### config.mk
export PLATFORM = sky130hd
export DESIGN_NAME = id_fwd_stage
export DESIGN_NICKNAME = d
export VERILOG_FILES = /design/src/rtl/id_fwd_stage.sv
export SDC_FILE = /design/constraint.sdc
export NUM_CORES = 1
export LEC_CHECK = 0
export BUFFER_PORTS_ARGS = -buffer_cell sky130_fd_sc_hd__buf_2
export CORE_MARGIN = 5
export CORE_UTILIZATION = 30
export DETAILED_ROUTE_END_ITERATION = 16
export SLEW_MARGIN = 20
export SYNTH_ARGS = -nofsm -noshare
export SYNTH_HDL_FRONTEND = slang
export SYNTH_SLANG_ARGS = --single-unit
### constraint.sdc
create_clock -name clk -period 9.3 [get_ports clk]
set_input_delay 1.86 -clock clk [delete_from_list [all_inputs] [get_ports clk]]
set_output_delay 1.86 -clock clk [all_outputs]
set_load 0.01 [all_outputs]
### src/rtl/id_fwd_stage.sv
// id_fwd_stage: decode/issue front end between IF and EX.
// Registers the IF->ID pc/valid pair, keeps a private copy of the instruction
// while the ID slot is stalled (the synchronous inst SRAM output moves on
// underneath a stall), resolves both source operands through a youngest-first
// forwarding network and turns load-use hazards into EX bubbles.
// Optional build macro: ID_FWD_PERF_CNT_EN adds saturating perf counters
// perf_lu_stall / perf_fwd_hit.
module id_fwd_stage #(
    parameter int DATA_W  = 32,
    parameter int ADDR_W  = 5,
    parameter int PC_W    = 32,
    parameter int NUM_FWD = 3
) (
    input  logic                        clk,
    input  logic                        rst,
    input  logic                        stall_in,
    input  logic                        flush,
    input  logic                        if_valid,
    input  logic [PC_W-1:0]             if_pc,
    input  logic [31:0]                 inst_rdata,
    output logic [ADDR_W-1:0]           rf_raddr1,
    output logic [ADDR_W-1:0]           rf_raddr2,
    input  logic [DATA_W-1:0]           rf_rdata1,
    input  logic [DATA_W-1:0]           rf_rdata2,
    input  logic [NUM_FWD-1:0]          fwd_we,
    input  logic [NUM_FWD*ADDR_W-1:0]   fwd_waddr,
    input  logic [NUM_FWD*DATA_W-1:0]   fwd_wdata,
    input  logic [NUM_FWD-1:0]          fwd_pend,
    output logic                        ex_valid,
    output logic [PC_W-1:0]             ex_pc,
    output logic [31:0]                 ex_inst,
    output logic [DATA_W-1:0]           ex_src1,
    output logic [DATA_W-1:0]           ex_src2,
    output logic                        stallreq
`ifdef ID_FWD_PERF_CNT_EN
    ,
    output logic [31:0]                 perf_lu_stall,
    output logic [31:0]                 perf_fwd_hit
`endif
);

    typedef enum logic {
        ST_LIVE = 1'b0,
        ST_HELD = 1'b1
    } state_t;

    typedef struct packed {
        logic              hit;
        logic              pend;
        logic [DATA_W-1:0] data;
    } res_t;

    // Youngest-first operand lookup: walking from oldest to youngest lets the
    // youngest matching source overwrite any older one.
    function automatic res_t resolve(
        input logic [ADDR_W-1:0]         s,
        input logic [DATA_W-1:0]         rf,
        input logic [NUM_FWD-1:0]        we,
        input logic [NUM_FWD*ADDR_W-1:0] waddr,
        input logic [NUM_FWD*DATA_W-1:0] wdata,
        input logic [NUM_FWD-1:0]        pend
    );
        res_t r;
        r.hit  = 1'b0;
        r.pend = 1'b0;
        r.data = rf;
        if (s == '0) begin
            r.data = '0;
        end else begin
            for (int i = NUM_FWD - 1; i >= 0; i--) begin
                if (we[i] && (waddr[i*ADDR_W +: ADDR_W] == s)) begin
                    r.hit  = 1'b1;
                    r.pend = pend[i];
                    r.data = wdata[i*DATA_W +: DATA_W];
                end
            end
        end
        return r;
    endfunction

    logic              r_id_valid;
    logic [PC_W-1:0]   r_id_pc;
    logic [31:0]       r_inst_hold;
    state_t            r_state;
    state_t            w_state_nxt;
    logic              w_capture;
    logic [31:0]       w_inst;
    logic [ADDR_W-1:0] w_rs;
    logic [ADDR_W-1:0] w_rt;
    res_t              w_res1;
    res_t              w_res2;
    logic              w_stallreq;
    logic              w_issue;

    // ID register: flush kills, stall holds, otherwise take what IF presents.
    always_ff @(posedge clk or negedge rst) begin
        if (!rst) begin
            r_id_valid <= 1'b0;
            r_id_pc    <= '0;
        end else if (flush) begin
            r_id_valid <= 1'b0;
        end else if (!stall_in) begin
            r_id_valid <= if_valid;
            r_id_pc    <= if_pc;
        end
    end

    // Instruction-source state register.
    always_ff @(posedge clk or negedge rst) begin
        if (!rst) begin
            r_state <= ST_LIVE;
        end else begin
            r_state <= w_state_nxt;
        end
    end

    // Next-state logic: enter HELD on the first edge of a stall of a live
    // instruction; any release or flush goes back to following the SRAM.
    always_comb begin
        w_state_nxt = r_state;
        w_capture   = 1'b0;
        case (r_state)
            ST_LIVE: begin
                if (stall_in && r_id_valid && !flush) begin
                    w_state_nxt = ST_HELD;
                    w_capture   = 1'b1;
                end
            end
            ST_HELD: begin
                if (!stall_in || flush) begin
                    w_state_nxt = ST_LIVE;
                end
            end
            default: w_state_nxt = ST_LIVE;
        endcase
    end

    // Snapshot of the SRAM word taken on the edge the stall begins.
    always_ff @(posedge clk or negedge rst) begin
        if (!rst) begin
            r_inst_hold <= '0;
        end else if (w_capture) begin
            r_inst_hold <= inst_rdata;
        end
    end

    // Decode, forwarding, hazard detection and issue gating.
    always_comb begin
        w_inst     = '0;
        if (r_id_valid) begin
            w_inst = (r_state == ST_HELD) ? r_inst_hold : inst_rdata;
        end
        w_rs       = ADDR_W'(w_inst[25:21]);
        w_rt       = ADDR_W'(w_inst[20:16]);
        w_res1     = resolve(w_rs, rf_rdata1, fwd_we, fwd_waddr, fwd_wdata, fwd_pend);
        w_res2     = resolve(w_rt, rf_rdata2, fwd_we, fwd_waddr, fwd_wdata, fwd_pend);
        w_stallreq = r_id_valid & ((w_res1.hit & w_res1.pend) | (w_res2.hit & w_res2.pend));
        w_issue    = r_id_valid & ~w_stallreq & ~flush;
    end

    assign rf_raddr1 = w_rs;
    assign rf_raddr2 = w_rt;
    assign stallreq  = w_stallreq;
    assign ex_valid  = w_issue;
    assign ex_pc     = w_issue ? r_id_pc     : '0;
    assign ex_inst   = w_issue ? w_inst      : '0;
    assign ex_src1   = w_issue ? w_res1.data : '0;
    assign ex_src2   = w_issue ? w_res2.data : '0;

`ifdef ID_FWD_PERF_CNT_EN
    function automatic logic [31:0] sat_add(input logic [31:0] cnt, input logic [1:0] inc);
        logic [32:0] sum;
        sum = {1'b0, cnt} + 33'(inc);
        return sum[32] ? 32'hFFFF_FFFF : sum[31:0];
    endfunction

    logic [31:0] r_perf_lu_stall;
    logic [31:0] r_perf_fwd_hit;
    logic [1:0]  w_hit_inc;

    assign w_hit_inc = w_issue ? (2'(w_res1.hit) + 2'(w_res2.hit)) : 2'd0;

    // Saturating counters: hazard cycles and forwarded operands actually issued.
    always_ff @(posedge clk or negedge rst) begin
        if (!rst) begin
            r_perf_lu_stall <= '0;
            r_perf_fwd_hit  <= '0;
        end else begin
            r_perf_lu_stall <= sat_add(r_perf_lu_stall, {1'b0, w_stallreq});
            r_perf_fwd_hit  <= sat_add(r_perf_fwd_hit, w_hit_inc);
        end
    end

    assign perf_lu_stall = r_perf_lu_stall;
    assign perf_fwd_hit  = r_perf_fwd_hit;
`endif

endmodule
==> results.sh, run 1 <==
export IMPL_outcome="completed"
export IMPL_p_comb_share_pct=28.5
export IMPL_grt_total_usage_pct=20.4
export IMPL_p_int_uw=685
export IMPL_leakage_nw=4.86
export IMPL_met2_length_mm=13.6
export IMPL_met1_length_mm=10.3
export IMPL_route_detailed_drc=0
export IMPL_clock_sink_count=66
export IMPL_cts_max_level=3
export IMPL_swShare_pct=31.2
export IMPL_dr_first_iter_drc_count=403
export IMPL_rows=54
export IMPL_cts_max_path_buffers=2
export IMPL_avgSynthCellArea_um2=8.12
export IMPL_hold_viol_final=0
export IMPL_overflow=0
export IMPL_grt_max_degree=84
export IMPL_arrival_ns=5.27
export IMPL_wl_met3_mm=2.64
export IMPL_period_needed_ns=7.13
export IMPL_switchingPower_uw=310
export IMPL_clk_latency_ns=0.32
export IMPL_avgViaCountPerCell=5.07
export IMPL_wl_per_cell_um=18.9
export IMPL_skew_ns=0.00976
export IMPL_async_flop_share_pct=100
export IMPL_cts_clk_slew_worst_paths_ns=0.06
export IMPL_chipHeight_um=158
export IMPL_pin_count=390
export IMPL_cts_buffers=9
export IMPL_synth_area_um2=6550
export IMPL_yosysSeqAreaShare_pct=25.2
export IMPL_synth_enable_flop_cells=0
export IMPL_clock_root_buffer="clkbuf_16"
export IMPL_area_growth_synth_to_final_pct=37.4
export IMPL_post_cts_setup_buffer_count=0
export IMPL_setup_viol=0
export IMPL_postSynthCellCount=806
export IMPL_globalplace_congestion=0.885
export IMPL_yosysUniqueCellTypes=39
export IMPL_slew_limit_headroom_pct=31.4
export IMPL_numPortBuffers=389
export IMPL_top_layer="met5"
export IMPL_cts_tree="done"
export IMPL_drive_above_1_share_pct=45.3
export IMPL_crit_type="in2out"
export IMPL_dieArea_um2=24900
export IMPL_start_util_pct=30.2
export IMPL_critPathLaunchType="primary input"
export IMPL_syn_nets=1056
export IMPL_fmax_ghz=0.140
export IMPL_critPathMaxFanout=83
export IMPL_synth_seq_cells=66
export IMPL_tightest_slew_ns=1.03
export IMPL_cts_resized=0
export IMPL_dp_hpwl_mm=20.9
export IMPL_fin_util_pct=41.5
export IMPL_max_cap_viol_count=0
export IMPL_hold_path_class="reg2reg"
export IMPL_clkPwrFrac_pct=34.2
export IMPL_synthFlopType="dfrtp_1"
export IMPL_finalMaxSlewViolations=0
export IMPL_coreArea_um2=21700
export IMPL_endpoint_kind="output pin"
export IMPL_p_per_area_nw_per_um2=111
export IMPL_antenna_found_initial=6
export IMPL_cts_hold_buf=0
export IMPL_fin_crit_sh_pct=76.7
export IMPL_finalSetupTns_ns=0
export IMPL_routed_wl_mm=27.1
export IMPL_ant_nets=0
export IMPL_vias=7266
export IMPL_ir_drop_v=0.000110
export IMPL_grt_first_pass_wirelength_mm=40.1
export IMPL_yosysWarnings=0
export IMPL_required_ns=7.44
export IMPL_die_w_um=158
export IMPL_nets=1397
export IMPL_seqPwrFrac_pct=37.3
export IMPL_rsz0062_at_grt="no"
export IMPL_grt_pass1_vias=7163
export IMPL_firstDrtPassIters=5
## cell usage in the layout, fill, tap and decap left out, drive strengths merged
master | Yosys | routed
a211oi | 66 | 66
a21o | 64 | 64
a221oi | 2 | 2
and4 | 2 | 2
buf | 26 | 404
bufinv | 0 | 1
clkbuf | 48 | 9
clkinv | 0 | 2
clkinvlp | 0 | 2
dfrtp | 66 | 66
diode | 0 | 2
inv | 43 | 45
mux2 | 37 | 37
mux2i | 95 | 95
nand2 | 103 | 103
nand2b | 5 | 5
nand3 | 3 | 3
nand3b | 1 | 1
nand4 | 1 | 1
nand4b | 7 | 7
nor2 | 71 | 71
nor3 | 10 | 10
nor3b | 2 | 2
nor4 | 6 | 6
nor4b | 1 | 1
o21ai | 115 | 115
o21bai | 2 | 2
o221ai | 1 | 1
or2 | 2 | 2
or3 | 10 | 10
or4 | 4 | 4
or4b | 2 | 2
xnor2 | 11 | 11
## power groups by stage
stage                     sequential (mW)  combinational (mW)  clock (mW)
after global routing                0.379               0.312       0.363
after detailed placement            0.376               0.284           0
after floorplan                     0.366               0.170           0
after global placement              0.373               0.279           0
after CTS                           0.372               0.285       0.350
final                               0.372               0.283       0.340
## layout make-up
| type | instances | area [um^2] |
|---|---|---|
| antenna | 2 | 5.00 |
| clock buffer | 9 | 225 |
| clock inverter | 7 | 76.3 |
| fill | 2229 | 12700 |
| inverter | 43 | 161 |
| multi-input combinational | 623 | 4440 |
| sequential | 66 | 1660 |
| tap | 280 | 350 |
| timing repair buffer | 404 | 2080 |
## state kept, by name, summed over array words and instances, names as in the netlist
signal       count
r_id_pc         32
r_inst_hold     32
r_id_valid       1
r_state          1
## per-stage QoR
step / power [mW] / std cells / setup WS [ns] / cell area, um^2 / hold WS, ns
after global routing: 1.05 / 1433 / 1.88 / 8990 / 0.523
after floorplan: 0.536 / 806 / 3.44 / 6550 / 0.475
after global placement: 0.653 / 1415 / 2.14 / 8660 / 0.485
final: 0.995 / 1434 / 2.17 / 8990 / 0.505
after detailed placement: 0.660 / 1415 / 2.11 / 8660 / 0.493
after CTS: 1.01 / 1431 / 2.10 / 8960 / 0.508
## cells by family (layout without fill, tap and decap cells)
family          after synthesis  in the layout  synth area share, %
xor+xnor                     11             11                 1.47
buf+inv                     117            463                 7.86
simple gates                230            230                 16.2
compound gates              250            250                 27.9
mux                         132            132                 21.3
other cells                   0              2                    0
flops                        66             66                 25.2
## critical path, cell delays in order
cell	delay [ns]
buf_2	0.10
mux2i_1	0.38
nor3_1	0.07
nand4b_1	0.23
or4_2	0.66
buf_4	0.33
a211oi_1	0.49
o221ai_4	0.35
buf_12	0.34
a211oi_1	0.22
buf_2	0.17
## cell usage after synthesis (3+ instances only)
master    number  area share, %
nor3_1         8           0.61
a211oi_1      20            2.3
mux2i_1       93             14
clkbuf_1      48            2.8
nand4b_1       7           0.94
or4_1          4           0.46
o21ai_1        4           0.31
nand2b_1       5           0.48
buf_1          3           0.17
dfrtp_1       66             25
o21ai_0      111            8.5
or3_1         10           0.96
buf_2         15            1.1
a211oi_2      46            8.8
mux2_2        36            6.2
inv_1         43            2.5
xnor2_1       11            1.5
nor4_1         4           0.38
nand3_1        3           0.23
nor2_1        71            4.1
buf_6          7            1.2
a21o_1        64            7.3
nand2_1      102            5.8
## layer usage
layer | track usage (%) | vias up
met5 | 0 | -
met2 | 36.7 | 320
met1 | 23.4 | 3354
met4 | 6.19 | 10
met3 | 5.66 | 38
li1 | - | 3544
## path summary, 6_finish.rpt
check	startpoint	endpoint	cells past startpoint	slack (ns)
min reg2reg	r_inst_hold[23]	r_inst_hold[23]	1	0.50
min	r_inst_hold[23]	r_inst_hold[23]	1	0.50
min in group asynchronous	rst	r_inst_hold[13]	2	1.71
max reg2reg	r_id_valid	r_inst_hold[12]	4	6.30
max	inst_rdata[25]	ex_src1[0]	11	2.17
max in group asynchronous	rst	r_state	2	6.95
Power figures use the tool's default switching activity.
==> run 2: changes to the inputs <==
==> constraint.sdc (replaced) <==
create_clock -name clk -period 7.3 [get_ports clk]
set_input_delay 1.46 -clock clk [delete_from_list [all_inputs] [get_ports clk]]
set_output_delay 1.46 -clock clk [all_outputs]
set_load 0.01 [all_outputs]
==> run 2 against run 1 <==
Against the previous run: critical path depth is 1 lower; cell count stayed put; final area is 0.18% higher; setup slack worse by 0.97 ns; core utilization is 0.075 points higher; clock-buffer cell count is 1 higher; global-route usage is 0.17 points higher; via count is 1.3% higher; worst hold slack worse by 0.0013 ns; critical endpoint is now ex_inst[23]; largest cell class unchanged.
==> results.sh, run 2 (synthesized netlist as in run 1, its figures left out) <==
export IMPL_outcome="completed"
export IMPL_slew_limit_headroom_pct=32.5
export IMPL_finalSetupTns_ns=0
export IMPL_rows=54
export IMPL_p_per_area_nw_per_um2=141
export IMPL_place_area_um2=8680
export IMPL_cts_max_level=3
export IMPL_routed_wl_mm=27.2
export IMPL_dp_hpwl_mm=20.7
export IMPL_mostFrequentLayoutCell="buf_2"
export IMPL_final_cell_mix="buf_2, o21ai_0, nand2_1"
export IMPL_period_needed_ns=6.10
export IMPL_rsz0062_at_grt="no"
export IMPL_setup_viol=0
export IMPL_die_w_um=158
export IMPL_hold_path_class="reg2reg"
export IMPL_arrival_ns=4.64
export IMPL_clk_latency_ns=0.32
export IMPL_cts_resized=0
export IMPL_globalplace_congestion=0.867
export IMPL_cp_cell_sequence="buf_2 -> mux2i_1 -> nor3_1 -> nand4b_1 -> or4_2 -> a211oi_1 -> o221ai_4 -> buf_12 -> nor2_1 -> buf_2"
export IMPL_hold_viol_final=0
export IMPL_dieArea_um2=24900
export IMPL_crit_type="in2out"
export IMPL_crit_buf_inv=3
export IMPL_skew_ns=0.00407
export IMPL_overflow=0
export IMPL_cts_buffers=9
export IMPL_firstDrtPassIters=5
export IMPL_fin_crit_sh_pct=83.6
export IMPL_leakage_nw=4.88
export IMPL_clock_root_buffer="clkbuf_16"
export IMPL_route_detailed_drc=0
export IMPL_cts_hold_buf=0
export IMPL_grt_max_degree=71
export IMPL_clock_sink_count=66
export IMPL_start_util_pct=30.2
export IMPL_avgViaCountPerCell=5.13
export IMPL_cts_clk_slew_worst_paths_ns=0.05
export IMPL_timing_final_ws_setup_ns=1.20
export IMPL_max_cap_viol_count=0
export IMPL_path_common_cell="buf_2"
export IMPL_max_stage_delay_ns=0.67
export IMPL_vias=7361
export IMPL_fillCellCount=2233
export IMPL_path_delay_family="simple AND/OR/NAND/NOR gates"
export IMPL_numPortBuffers=389
export IMPL_grt_total_usage_pct=20.5
export IMPL_wl_per_cell_um=19.0
export IMPL_cts_tree="done"
export IMPL_grt_first_pass_wirelength_mm=40.3
export IMPL_critPathLaunchType="primary input"
export IMPL_pin_count=390
export IMPL_endpoint_kind="output pin"
export IMPL_required_ns=5.84
export IMPL_finalMaxSlewViolations=0
export IMPL_cp_slowest_cell="or4_2"
export IMPL_dr_first_iter_drc_count=432
export IMPL_largestRegisters="r_id_pc: 32 flops, r_inst_hold: 32 flops"
export IMPL_drive_above_1_share_pct=45.4
export IMPL_grt_pass1_vias=7322
export IMPL_area_growth_synth_to_final_pct=37.7
export IMPL_fmax_ghz=0.164
export IMPL_critPathMaxFanout=70
export IMPL_post_cts_setup_buffer_count=0
export IMPL_ir_drop_v=0.000155
export IMPL_final_area_um2=9010
export IMPL_nets=1398
export IMPL_coreArea_um2=21700
export IMPL_ant_nets=0
export IMPL_tightest_slew_ns=1.01
export IMPL_preCtsSetupSlack_ns=1.17
export IMPL_chipHeight_um=158
export IMPL_cts_max_path_buffers=2
export IMPL_antenna_found_initial=7
-- run 2: worst register-to-register path: stages, from the launching register on --
cell     delay, ns
dfrtp_1       0.66
inv_1         0.59
nor4b_2       0.79
buf_4         0.47
mux2_2        0.40
-- run 2: through the flow --
stage	total power [mW]	utilization, %	cells	hold slack [ns]
final	1.27	41.5	1434	0.503
after global routing	1.35	41.5	1433	0.526
after CTS	1.29	41.4	1432	0.508
after detailed placement	0.842	40.0	1416	0.496
after global placement	0.831	40.0	1416	0.486
after floorplan	0.683	-	806	0.475
-- run 2: final timing paths --
path	from	to	slack, ns	depth (start not counted)
min reg2reg	r_inst_hold[24]	r_inst_hold[24]	0.50	1
max reg2reg	r_id_valid	r_inst_hold[30]	4.27	4
max in group asynchronous	rst	r_state	5.39	2
min in group asynchronous	rst	r_inst_hold[10]	1.31	2
max	inst_rdata[25]	ex_inst[23]	1.20	10
min	r_inst_hold[24]	r_inst_hold[24]	0.50	1
-- run 2: area by class of cell --
cell class | count | area [um^2] | share of cell area [%]
Clock buffer | 10 | 239 | 2.65
Sequential cell | 66 | 1650 | 18.3
Inverter | 43 | 161 | 1.79
Antenna cell | 1 | 2.50 | 0.0278
Timing Repair Buffer | 405 | 2110 | 23.4
Clock inverter | 6 | 65.1 | 0.722
Multi-Input combinational cell | 623 | 4430 | 49.1
Tap cell | 280 | 350 | 3.89
-- run 2: power by group --
part           switching [mW]  total [mW]  internal (mW)
combinational           0.193       0.363          0.171
sequential             0.0352       0.472          0.437
clock                   0.162       0.436          0.274
-- run 2: metal layers --
| metal | track usage (%) | up-vias | wire, um |
|---|---|---|---|
| met1 | 24.6 | 3416 | 10800 |
| met5 | 0 | - | 87 |
| met3 | 5.00 | 44 | 2470 |
| met4 | 6.23 | 14 | 510 |
| met2 | 36.4 | 348 | 13300 |
| li1 | - | 3539 | - |
